File: src/rtl/chaser_step_ctrl_if.sv
// Button and step bundle for the LED chaser control stage.
//   btn_speed, btn_pause, btn_step : raw active-high push-buttons (asynchronous to clk)
//   step      : one-cycle advance pulse to the scroll stage
//   speed_lvl : current speed level, 0 = fastest, 3 = slowest
//   running   : 1 = RUN, 0 = PAUSE
// master drives the buttons (board side); slave is the controller.
interface chaser_step_ctrl_if;
  logic       btn_speed;
  logic       btn_pause;
  logic       btn_step;
  logic       step;
  logic [1:0] speed_lvl;
  logic       running;

  modport master (
    output btn_speed, btn_pause, btn_step,
    input  step, speed_lvl, running
  );

  modport slave (
    input  btn_speed, btn_pause, btn_step,
    output step, speed_lvl, running
  );
endinterface

File: src/rtl/chaser_step_ctrl.sv
// Chaser step control: turns three raw buttons into a one-cycle step enable
// with selectable speed, run/pause and manual single-step.
//   clk   : system clock
//   reset : asynchronous active-high reset
//   bus   : chaser_step_ctrl_if.slave (buttons in; step, speed_lvl, running out)
//
// state  | meaning
// -------+--------------------------------------------------------------
// ST_RUN  | period counter advances, step pulses on expiry, btn_step ignored
// ST_PAUSE| period counter held at 0, btn_step issues one manual step
module chaser_step_ctrl #(
  parameter int DEB_BITS = 16,
  parameter int BASE_EXP = 18
) (
  input logic               clk,
  input logic               reset,
  chaser_step_ctrl_if.slave bus
);

  localparam int CW = BASE_EXP + 3;

  typedef enum logic {
    ST_PAUSE = 1'b0,
    ST_RUN   = 1'b1
  } state_t;

  // button index: 0 = speed, 1 = pause, 2 = step
  logic [2:0]          raw;
  logic [2:0]          sync1_q;
  logic [2:0]          sync2_q;
  logic [2:0]          deb_q;
  logic [2:0]          deb_d;
  logic [2:0]          deb_prev_q;
  logic [DEB_BITS-1:0] deb_cnt_q [3];
  logic [DEB_BITS-1:0] deb_cnt_d [3];
  logic [2:0]          press;
  logic                ev_speed;
  logic                ev_pause;
  logic                ev_step;

  state_t              state_q;
  state_t              state_d;
  logic [1:0]          speed_q;
  logic [1:0]          speed_d;
  logic [CW-1:0]       per_cnt_q;
  logic [CW-1:0]       per_cnt_d;
  logic [CW-1:0]       per_last;
  logic                step_q;
  logic                step_d;

  assign raw = {bus.btn_step, bus.btn_pause, bus.btn_speed};

  // ---------------------------------------------------------------------
  // Synchronisers and debouncers
  // ---------------------------------------------------------------------
  always_comb begin
    for (int i = 0; i < 3; i++) begin
      deb_d[i]     = deb_q[i];
      deb_cnt_d[i] = '0;
      if (sync2_q[i] != deb_q[i]) begin
        // accept only after the counter has run all the way to all-ones
        if (&deb_cnt_q[i]) begin
          deb_d[i] = sync2_q[i];
        end else begin
          deb_cnt_d[i] = deb_cnt_q[i] + 1'b1;
        end
      end
    end
  end

  always_ff @(posedge clk or posedge reset) begin
    if (reset) begin
      sync1_q    <= '0;
      sync2_q    <= '0;
      deb_q      <= '0;
      deb_prev_q <= '0;
      for (int i = 0; i < 3; i++) begin
        deb_cnt_q[i] <= '0;
      end
    end else begin
      sync1_q    <= raw;
      sync2_q    <= sync1_q;
      deb_q      <= deb_d;
      deb_prev_q <= deb_q;
      for (int i = 0; i < 3; i++) begin
        deb_cnt_q[i] <= deb_cnt_d[i];
      end
    end
  end

  // press = rising edge of the debounced level; releases are ignored
  assign press    = deb_q & ~deb_prev_q;
  assign ev_speed = press[0];
  assign ev_pause = press[1];
  assign ev_step  = press[2];

  // terminal count 2^(BASE_EXP+speed)-1
  assign per_last = (CW'(1) << (BASE_EXP + int'(speed_q))) - CW'(1);

  // ---------------------------------------------------------------------
  // FSM: state register
  // ---------------------------------------------------------------------
  always_ff @(posedge clk or posedge reset) begin
    if (reset) begin
      state_q <= ST_RUN;
    end else begin
      state_q <= state_d;
    end
  end

  // ---------------------------------------------------------------------
  // FSM: next state
  // ---------------------------------------------------------------------
  always_comb begin
    state_d = state_q;
    if (ev_pause) begin
      state_d = (state_q == ST_RUN) ? ST_PAUSE : ST_RUN;
    end
  end

  // ---------------------------------------------------------------------
  // FSM: outputs (period counter, speed level, step), registered below
  // ---------------------------------------------------------------------
  always_comb begin
    speed_d   = speed_q;
    per_cnt_d = per_cnt_q;
    step_d    = 1'b0;
    if (ev_speed) begin
      speed_d = speed_q + 2'd1;
    end
    if (state_q == ST_RUN) begin
      // any speed or pause event restarts the period and swallows an expiry
      if (ev_speed || ev_pause) begin
        per_cnt_d = '0;
      end else if (per_cnt_q == per_last) begin
        per_cnt_d = '0;
        step_d    = 1'b1;
      end else begin
        per_cnt_d = per_cnt_q + 1'b1;
      end
    end else begin
      per_cnt_d = '0;
      // a simultaneous pause event resumes instead of stepping
      step_d    = ev_step && !ev_pause;
    end
  end

  always_ff @(posedge clk or posedge reset) begin
    if (reset) begin
      speed_q   <= '0;
      per_cnt_q <= '0;
      step_q    <= 1'b0;
    end else begin
      speed_q   <= speed_d;
      per_cnt_q <= per_cnt_d;
      step_q    <= step_d;
    end
  end

  assign bus.step      = step_q;
  assign bus.speed_lvl = speed_q;
  assign bus.running   = state_q;

endmodule
File: src/flat_wrapper.sv
// flat-port wrapper written by rule: the top's interface ports become plain ports
module chaser_step_ctrl_flat 
#(
  parameter int DEB_BITS = 16,
  parameter int BASE_EXP = 18
)
  (clk, reset, bus_btn_speed, bus_btn_pause, bus_btn_step, bus_step, bus_speed_lvl, bus_running);
  chaser_step_ctrl_if bus_i ();
  input logic clk;
  input logic reset;
  input wire logic [$bits(bus_i.btn_speed)-1:0] bus_btn_speed;
  input wire logic [$bits(bus_i.btn_pause)-1:0] bus_btn_pause;
  input wire logic [$bits(bus_i.btn_step)-1:0] bus_btn_step;
  output wire logic [$bits(bus_i.step)-1:0] bus_step;
  output wire logic [$bits(bus_i.speed_lvl)-1:0] bus_speed_lvl;
  output wire logic [$bits(bus_i.running)-1:0] bus_running;
  assign bus_i.btn_speed = bus_btn_speed;
  assign bus_i.btn_pause = bus_btn_pause;
  assign bus_i.btn_step = bus_btn_step;
  assign bus_step = bus_i.step;
  assign bus_speed_lvl = bus_i.speed_lvl;
  assign bus_running = bus_i.running;
  chaser_step_ctrl #(.DEB_BITS(DEB_BITS), .BASE_EXP(BASE_EXP)) u_core (.clk(clk), .reset(reset), .bus(bus_i));
endmodule
File: config.mk
export PLATFORM = sky130hd
export DESIGN_NAME = chaser_step_ctrl_flat
export DESIGN_NICKNAME = d
export VERILOG_FILES = /design/src/rtl/chaser_step_ctrl_if.sv /design/src/rtl/chaser_step_ctrl.sv /design/src/flat_wrapper.sv
export SDC_FILE = /design/constraint.sdc
export NUM_CORES = 1
export LEC_CHECK = 0
export CAP_MARGIN = 20
export CORE_UTILIZATION = 29
export DETAILED_ROUTE_END_ITERATION = 10
export PLACE_DENSITY_LB_ADDON = 0.1
export SYNTH_ARGS = -nofsm -noshare
export SYNTH_HDL_FRONTEND = slang
export SYNTH_SLANG_ARGS = --single-unit
File: constraint.sdc
create_clock -name clk -period 2.8 [get_ports clk]
set_clock_uncertainty 0.2 [all_clocks]
set_input_delay 0.56 -clock clk [delete_from_list [all_inputs] [get_ports clk]]
set_output_delay 0.56 -clock clk [all_outputs]
set_load 0.1 [all_outputs]
## Yosys cells after proc, flatten, opt, wreduce, memory -nomap -nowiden

Index checks and enable logic that the tools add are counted.

- Bits in registers: 85
- Logic and storage cells: 49
- Input port bits: 5

- Reduce and logical (&&, ||, !) cells: 9
- Shifts and indexed selects: 1
- Equal/unequal tests: 4
- Mux-type cells: 13
- Bitwise logic cells: 2
- Add/sub/neg operators: 7

Operators by type and width:

| kind | count |
|---|---|
| 16-bit 2-to-1 mux | 6 |
| 21-bit 2-to-1 mux | 3 |
| 17-bit AND reduction | 3 |
| 16-bit by 1-bit adder with 16-bit output (second input constant) | 3 |
| 16-bit AND reduction | 3 |
| 1-bit by 32-bit left shift with 21-bit output (first input constant) | 1 |
| 21-bit by 1-bit adder with 21-bit output (second input constant) | 1 |
| 21-bit == test | 1 |
| 21-bit by 2-bit subtractor with 21-bit output (second input constant) | 1 |
| 5-bit by 2-bit adder with 6-bit output (first input constant) | 1 |
| 1-bit 2-to-1 mux | 4 |
| 3-bit AND | 1 |
| 1-bit inequality test | 3 |
| 3-bit NOT | 1 |
| 2-bit by 1-bit adder with 2-bit output (second input constant) | 1 |
| 1-bit logical AND | 1 |
| 1-bit logical NOT | 1 |
| 1-bit logical OR | 1 |

## Logic depth before layout (Yosys ltp)

Gate-level depths: netlist (run 1).

- Word-level depth: 7
- Mapped depth: 8

## Worst setup path after synthesis (run 1)

OpenSTA, ideal clock, no wires.

- Kind: flip-flop to flip-flop
- From: register u_core.speed_q[1], in the netlist u_core.bus.speed_lvl[1]
- To: register u_core.per_cnt_q[12]
- Slack: -0.162 ns
- Data required time: 2.481 ns
- Period minus slack after synthesis: 2.962 ns
- Data arrival time: 2.643 ns
- Stages on the path, launching flop included: 9
- Path through: dfrtp_1 -> inv_1 -> ha_1 -> xnor3_1 -> or4_1 -> clkbuf_2 -> o21ai_4 -> buf_6 -> nor2_1

- Word-level cells in the longest chain between the ends: 7

Ends and longest elaborated chain:

| what | RTL line | source |
|---|---|---|
| from (decl) | chaser_step_ctrl.sv:43 | `logic [1:0] speed_q;` |
| from (signal assigned) | chaser_step_ctrl.sv:154 | `speed_q <= speed_d;` |
| 5-bit by 2-bit adder with 6-bit output | chaser_step_ctrl.sv:98 | `assign per_last = (CW'(1) << (BASE_EXP + int'(speed_q))) - CW'(1);` |
| 1-bit by 32-bit left shift with 21-bit output | chaser_step_ctrl.sv:98 |  |
| 21-bit by 2-bit subtractor with 21-bit output | chaser_step_ctrl.sv:98 |  |
| 21-bit == test | chaser_step_ctrl.sv:135 | `end else if (per_cnt_q == per_last) begin` |
| 21-bit 2-to-1 mux | chaser_step_ctrl.sv:135 |  |
| 21-bit 2-to-1 mux | chaser_step_ctrl.sv:133 | `if (ev_speed \|\| ev_pause) begin` |
| 21-bit 2-to-1 mux | chaser_step_ctrl.sv:131 | `if (state_q == ST_RUN) begin` |
| net u_core.per_cnt_d[12] | chaser_step_ctrl.sv:46 | `logic [CW-1:0] per_cnt_d;` |
| to (signal assigned) | chaser_step_ctrl.sv:155 | `per_cnt_q <= per_cnt_d;` |
| to (decl) | chaser_step_ctrl.sv:45 | `logic [CW-1:0] per_cnt_q;` |

The timed path passes the listed nets, and every way through them passes these cells.
A chain may end at the register's enable or synchronous reset.

## Worst setup path in the final report (run 1)

- From: register u_core.speed_q[1], in the netlist u_core.bus.speed_lvl[1]
- To: register u_core.per_cnt_q[9]

The elaborated chain is that of the path after synthesis.

==> impl_metrics.py, run 1 <==
metrics = {
    "clock_tree": {
        "path_clk_slew_ps": 60,
        "numClockSinks": 85,
        "post-cts-setup-buffer-count": 0,
        "cts.path.max_buffers": 2,
        "tritoncts.num_buffers": 9,
        "clkLatencyLatePin_ps": 340,
        "clk_root_buffer_cell": "sky130_fd_sc_hd__clkbuf_16",
        "cts-hold-fix-buffers": 0,
        "cts-resized-gates": 0,
        "clock_tree_from_tritoncts": "built",
        "ctsHtreeMaxLevel": 3,
    },
    "placed_design": {
        "dp.cells": 574,
        "place_congestion": 0.7044,
        "place.port_buffers": 8,
        "dpl.hpwl_mm": 4.910,
    },
    "logic_synthesis": {
        "ys_types": 34,
        "postSynthNetCount": 405,
        "yosys.area.top_type": "sky130_fd_sc_hd__dfrtp_1",
        "asyncSetResetFlopFracSynth_pct": 100.0,
        "number_of_synthesized_flops_with_an_enable_pin": 0,
        "netlist_area_um2": 4003,
        "cell_count_after_synthesis": 392,
        "synth_seq_area_share_pct": 53.17,
        "yosysTopAreaCellShare_pct": 52.52,
        "synth-main-ff-cell": "sky130_fd_sc_hd__dfrtp_1",
        "yosys_register_bits": 85,
        "syn_area_per_cell_um2": 10.21,
        "yosysWarnings": 0,
        "dominant_cells_by_area_after_synthesis": "sky130_fd_sc_hd__dfrtp_1 53%, sky130_fd_sc_hd__xor2_1 7.0%, sky130_fd_sc_hd__nor2_1 5.7%, sky130_fd_sc_hd__xnor2_1 5.3%, sky130_fd_sc_hd__nand3_1 4.3%",
    },
    "floorplanning": {
        "ios": 9,
        "placement_rows": 42,
        "core_um2": 13350,
        "fp.dieArea_um2": 14280,
        "initial_utilization_pct": 29.99,
        "die_height_um": 119.5,
        "die_width_um": 119.5,
    },
    "worst_setup_path": {
        "worst_ep_required_time_ps": 2800,
        "cp_slowest_cell": "sky130_fd_sc_hd__or4_1",
        "sort_of_element_at_the_end_of_the_critical_path": "register",
        "crit_type": "reg -> reg",
        "worst-path-buf-inv": 1,
        "cp_cell_instances": "inv_1 -> ha_1 -> xnor3_1 -> or4_1 -> o21ai_4 -> nor2_1",
        "cp_slowest_stage_delay_ps": 550,
        "timing.critical_path.fanout_max": 17,
        "worstPathArrival_ps": 2480,
        "start_kind": "register",
        "timing.critical_path.max_delay_family": "simple AND/OR/NAND/NOR gates",
    },
    "sta": {
        "post-route-period-util_pct": 88.33,
        "final.setup.tns_ps": 0,
        "achievable-frequency_ghz": 0.4043,
        "finalSetupViolations": 0,
        "layout_min_cycle_time_ps": 2473,
        "report.final.slew_viol_count": 0,
        "tightestPinTransition_ps": 591.2,
        "report.final.hold_viol_count": 0,
        "rsz0062_at_grt": "false",
        "worst_hold_slack_ps": 147.0,
        "slew_headroom_pct": 60.22,
    },
    "drt": {
        "drt_pass1_iterations": 4,
        "routed_wl_mm": 7.210,
        "vias": 2717,
        "ant_nets": 0,
        "drt-vias-per-instance": 4.605,
        "remaining_drc_errors": 0,
        "wire_per_inst_um": 12.22,
        "drtIter0Drc": 105,
    },
    "global_route": {
        "global_route.usage.total_pct": 11.33,
        "number_of_antenna_violations_at_the_first_check_in_global_routing": 0,
        "maximum_number_of_pins_on_one_net_before_global_route_repair": 35,
        "vias_in_the_first_global_route": 2714,
        "wire_length_of_the_first_global_routing_pass_mm": 12.70,
        "globalRouteOverflowTotal": 0,
    },
    "finish": {
        "final_net_count": 422,
        "antenna_cells_inserted": 0,
        "final_layout_size_suffix_gt1_share_pct": 10.39,
        "flow.area_growth_from_synthesis_pct": 14.85,
        "stdcell_count": 590,
    },
    "power": {
        "power_density_nw_per_um2": 530.7,
        "power.static_leakage_nw": 1.893,
        "total_power_mw": 2.440,
        "vdd_drop_max_mv": 0.2354,
    },
    "status": {
        "outcome": "finished, final reports clean",
    },
    "worst_hold_path": {
        "hold_path_class": "reg -> reg",
    },
    "run": {
        "max_cap_violations": 0,
    },
}
## worst reg2reg max path, delay by kind of cell, from the launching register on
kind | cells | cell delay [ps]
fa+ha+maj | 1 | 180
compound gates | 1 | 480
simple gates | 2 | 670
xor+xnor | 1 | 300
flops | 1 | 410
buf+inv | 1 | 110
## logic make-up after synthesis
logic type	after synthesis	share of synthesized area [%]
AOI/OAI and AO/OA	30	4.408
xor gates and xnor gates	57	12.82
adders and majority gates	8	2.501
buffers and inverters	23	2.532
DFF	85	53.17
muxes	3	0.8440
and+or+nand+nor	186	23.73
## Yosys cell counts, types with 2 or more instances
master	number
sky130_fd_sc_hd__and2_1	2
sky130_fd_sc_hd__nand4_1	23
sky130_fd_sc_hd__mux2_2	3
sky130_fd_sc_hd__or3_1	10
sky130_fd_sc_hd__nor3_1	8
sky130_fd_sc_hd__nor2_1	61
sky130_fd_sc_hd__dfrtp_1	84
sky130_fd_sc_hd__o21bai_1	2
sky130_fd_sc_hd__xor2_1	32
sky130_fd_sc_hd__clkbuf_1	5
sky130_fd_sc_hd__or4_2	2
sky130_fd_sc_hd__or2_2	5
sky130_fd_sc_hd__o21ai_0	12
sky130_fd_sc_hd__nand3_1	34
sky130_fd_sc_hd__inv_1	13
sky130_fd_sc_hd__nand2_1	15
sky130_fd_sc_hd__and4_1	9
sky130_fd_sc_hd__a21oi_1	11
sky130_fd_sc_hd__and3_1	10
sky130_fd_sc_hd__xnor2_1	24
sky130_fd_sc_hd__nand2b_1	2
sky130_fd_sc_hd__o31ai_1	3
sky130_fd_sc_hd__nor4_1	3
sky130_fd_sc_hd__ha_1	8
sky130_fd_sc_hd__buf_2	2
## through the flow
stage               area, um^2  utilization [%]  worst slack, ps
finish                    4597            34.44            326.8
CTS                       4597            34.44            284.1
global route              4597            34.44            208.6
floorplan                 4009                -            157.6
detailed placement        4319            32.36            298.0
global placement          4319            32.36            379.6
## sequential cells by signal (all words and copies together), names as in the netlist
name                  cells
u_core.sync2_q            3
u_core.bus.step           1
u_core.bus.speed_lvl      2
u_core.per_cnt_q         21
u_core.deb_prev_q         3
u_core.bus.running        1
u_core.sync1_q            3
u_core.deb_q              3
u_core.deb_cnt_q         48
## placed cells by master, fill, tap and decap left out, drive strengths merged, types with 5 or more instances in the layout
cell / netlist / layout
dfrtp: 84 / 84
nor2: 61 / 61
nand3: 34 / 34
xor2: 32 / 32
xnor2: 24 / 24
nand4: 23 / 23
nand2: 15 / 15
o21ai: 13 / 13
inv: 13 / 12
buf: 4 / 12
a21oi: 11 / 11
or3: 10 / 10
and3: 10 / 10
clkbuf: 6 / 10
and4: 9 / 9
nor3: 8 / 8
ha: 8 / 8
or2: 5 / 5
## routing by layer
layer / part of all wire (%) / routed length [um] / track usage, %
met5: 0 / 0 / 0
met2: 44 / 3193 / 17.30
met3: 2.5 / 181 / 2.538
met1: 51 / 3649 / 14.70
met4: 2.6 / 185 / 6.563
## path summary, 6_finish.rpt
| kind | from | to | slack, ps | cells after the start |
|---|---|---|---|---|
| max in group asynchronous | reset | u_core.per_cnt_q[18] | 1410 | 3 |
| worst min register to register | u_core.sync1_q[0] | u_core.sync2_q[0] | 150 | 0 |
| worst min-delay path | u_core.sync1_q[0] | u_core.sync2_q[0] | 150 | 0 |
| worst max register to register | u_core.bus.speed_lvl[1] | u_core.per_cnt_q[9] | 330 | 6 |
| worst max-delay path | u_core.bus.speed_lvl[1] | u_core.per_cnt_q[9] | 330 | 6 |
| min in group asynchronous | reset | u_core.deb_cnt_q[21] | 380 | 2 |
## power breakdown
part | switching (mW) | leakage [nW] | internal [mW]
clock network | 0.484 | 0.134 | 0.621
logic | 0.0472 | 0.599 | 0.0260
registers | 0.0176 | 1.16 | 1.24
## area by class of cell
class | instances | area (um^2)
clock buffers | 10 | 239.0
clock inverters | 6 | 38.79
fillers | 1356 | 8751
inverters | 13 | 52.55
multi-input cells | 284 | 1773
flip-flops and latches | 85 | 2131
well taps | 176 | 220.2
repair buffers | 16 | 142.6
Note: power is estimated with default switching activity, not from simulation.
==> run 2, diff against run 1 <==
SKIP_CTS_REPAIR_TIMING = 1   (was default)
==> results of run 2 <==
No change in the layout: final DEF, timing and power equal those of run 1.
==> run 3, diff against run 2 <==
CAP_MARGIN = default   (was 20)
CORE_UTILIZATION = 30   (was 29)
==> run 3 against run 2 <==
- wire length rose by 2.3%
- combinational power rose by 2%
- sequential share of layout area rose by 0.19 points
- critical path depth did not move
- fmax rose by 1.5%
- sequential power barely moved
- die area fell by 3.3%
- clock power barely moved
- global-route usage rose by 0.59 points
- core utilization rose by 1.3 points
- register-to-register slack improved by 40 ps
- setup slack improved by 38 ps
- critical path type unchanged
- critical endpoint is now u_core.per_cnt_q[4]
==> impl_metrics.py, run 3 (synthesis results as in run 1) <==
metrics = {
    "finish": {
        "most-common-layout-cells": "82 x sky130_fd_sc_hd__dfrtp_1, 61 x sky130_fd_sc_hd__nor2_1, 34 x sky130_fd_sc_hd__nand3_1",
        "max_reg_flops": 48,
        "stdcell_count": 586,
        "final_net_count": 422,
        "flow.area_growth_from_synthesis_pct": 14.38,
        "top_register": "u_core.deb_cnt_q",
        "final_layout_size_suffix_gt1_share_pct": 9.420,
        "antenna_cells_inserted": 0,
        "mostFrequentLayoutCell": "sky130_fd_sc_hd__dfrtp_1",
        "top_regs": "u_core.deb_cnt_q (48), u_core.per_cnt_q (21)",
    },
    "run": {
        "max_cap_violations": 0,
    },
    "drt": {
        "routed_wl_mm": 7.374,
        "drt-vias-per-instance": 4.601,
        "remaining_drc_errors": 0,
        "highest-signal-layer": "met4",
        "met3_length_um": 221,
        "wirelength_met1_mm": 3.754,
        "wire_per_inst_um": 12.58,
        "drtIter0Drc": 155,
        "ant_nets": 0,
        "drt_pass1_iterations": 4,
        "wl_met2_mm": 3.310,
        "vias": 2696,
    },
    "sta": {
        "report.final.slew_viol_count": 0,
        "worst_hold_slack_ps": 147.0,
        "finalSetupViolations": 0,
        "report.final.hold_viol_count": 0,
        "achievable-frequency_ghz": 0.4106,
        "layout_min_cycle_time_ps": 2436,
        "rsz0062_at_grt": "false",
        "fin_ws_ps": 364.4,
        "post-route-period-util_pct": 86.98,
        "tightestPinTransition_ps": 622.1,
        "final.setup.tns_ps": 0,
        "slew_headroom_pct": 58.14,
    },
    "power": {
        "power_density_nw_per_um2": 529.0,
        "p_switching_uw": 528.6,
        "vdd_drop_max_mv": 0.3265,
        "cell_internal_power_mw": 1.893,
        "power.static_leakage_nw": 1.889,
        "p_seq_share_pct": 52.1,
        "pwr-share-comb_pct": 3.1,
        "power.share.clock_pct": 44.9,
        "sw_frac_of_total_pct": 21.83,
    },
    "placed_design": {
        "dpl.hpwl_mm": 4.955,
        "dp.cells": 570,
        "place.port_buffers": 8,
        "place_congestion": 0.7147,
        "dpl_worst_slack_ps": 327.3,
    },
    "worst_setup_path": {
        "critical_path.startpoint": "u_core.bus.speed_lvl[1]",
        "timing.critical_path.fanout_max": 17,
        "rr_startpoint": "u_core.bus.speed_lvl[1]",
        "sort_of_element_at_the_end_of_the_critical_path": "register",
        "worst-path-buf-inv": 1,
        "start_kind": "register",
        "timing.critical_path.max_delay_family": "simple AND/OR/NAND/NOR gates",
        "crit_type": "reg -> reg",
        "cp_cell_instances": "inv_1 -> ha_1 -> xnor3_1 -> or4_1 -> o21ai_4 -> nor2_1",
        "cp_slowest_cell": "sky130_fd_sc_hd__or4_1",
        "worstPathArrival_ps": 2440,
        "worst_ep_required_time_ps": 2800,
        "cp_slowest_stage_delay_ps": 540,
    },
    "status": {
        "outcome": "finished, final reports clean",
    },
    "floorplanning": {
        "die_width_um": 117.5,
        "ios": 9,
        "initial_utilization_pct": 31.21,
        "core_um2": 12820,
        "die_height_um": 117.5,
        "fp.dieArea_um2": 13810,
        "placement_rows": 41,
    },
    "global_route": {
        "number_of_antenna_violations_at_the_first_check_in_global_routing": 0,
        "global_route.usage.total_pct": 11.93,
        "globalRouteOverflowTotal": 0,
        "wire_length_of_the_first_global_routing_pass_mm": 13.12,
        "maximum_number_of_pins_on_one_net_before_global_route_repair": 48,
        "vias_in_the_first_global_route": 2736,
    },
    "clock_tree": {
        "ctsHtreeMaxLevel": 3,
        "clk_root_buffer_cell": "sky130_fd_sc_hd__clkbuf_16",
        "numClockSinks": 85,
        "clock_tree_from_tritoncts": "built",
        "tritoncts.num_buffers": 9,
        "path_clk_slew_ps": 60,
        "cts.path.max_buffers": 2,
        "clkLatencyLatePin_ps": 340,
    },
    "worst_hold_path": {
        "worst_hold_startpoint": "u_core.sync1_q[1]",
        "hold_path_class": "reg -> reg",
    },
}
==> run 3: changes by cell type in the layout (fill, tap and decap cells not counted) <==
cell | before | now
sky130_fd_sc_hd__clkinv_4 | 1 | 0
sky130_fd_sc_hd__clkinvlp_4 | 3 | 1
sky130_fd_sc_hd__clkbuf_1 | 0 | 4
sky130_fd_sc_hd__clkinv_2 | 3 | 2
==> run 3: stage by stage <==
step	cell area (um^2)	util, %	power (mW)
after floorplan	4009	-	1.326
after global placement	4314	33.64	1.362
after detailed placement	4314	33.64	1.362
after CTS	4578	35.70	2.478
after global routing	4578	35.70	2.536
final	4578	35.70	2.422
==> run 3: power by group through the flow <==
stage	sequential, mW	clock (mW)	combinational (mW)
final	1.26	1.09	0.0744
after global routing	1.26	1.19	0.0870
after CTS	1.26	1.14	0.0787
after detailed placement	1.28	0	0.0782
after global placement	1.28	0	0.0783
after floorplan	1.28	0	0.0469
==> run 3: final timing paths <==
kind                                   endpoint  slack [ps]  depth (start not counted)
max                         u_core.per_cnt_q[4]         360                          6
min                           u_core.sync2_q[1]         150                          0
max reg2reg                 u_core.per_cnt_q[4]         360                          6
min reg2reg                   u_core.sync2_q[1]         150                          0
max in group asynchronous  u_core.deb_cnt_q[33]        1400                          3
min in group asynchronous   u_core.deb_cnt_q[0]         370                          2
==> run 3: worst register-to-register path, delay by kind of cell, from the launching register on <==
| family | cells | cell delay (ps) |
|---|---|---|
| and+or+nand+nor | 2 | 650 |
| AOI/OAI and AO/OA | 1 | 460 |
| DFF | 1 | 410 |
| xor gates and xnor gates | 1 | 280 |
| adders and majority gates | 1 | 190 |
| buffers and inverters | 1 | 120 |
==> run 3: metal layers <==
metal  track usage, %  vias to the layer above
li1                 -                     1385
met1            15.27                     1287
met2            18.45                       20
met3            4.554                        4
met4            3.926                        0
met5                0                        -
==> run 3: final cells by class <==
cell class	count	area [um^2]
fill	1311	8247
sequential	85	2131
multi-input combinational	284	1773
clock buffer	14	254.0
tap	172	215.2
timing repair buffer	16	142.6
inverter	13	52.55
clock inverter	2	10.01
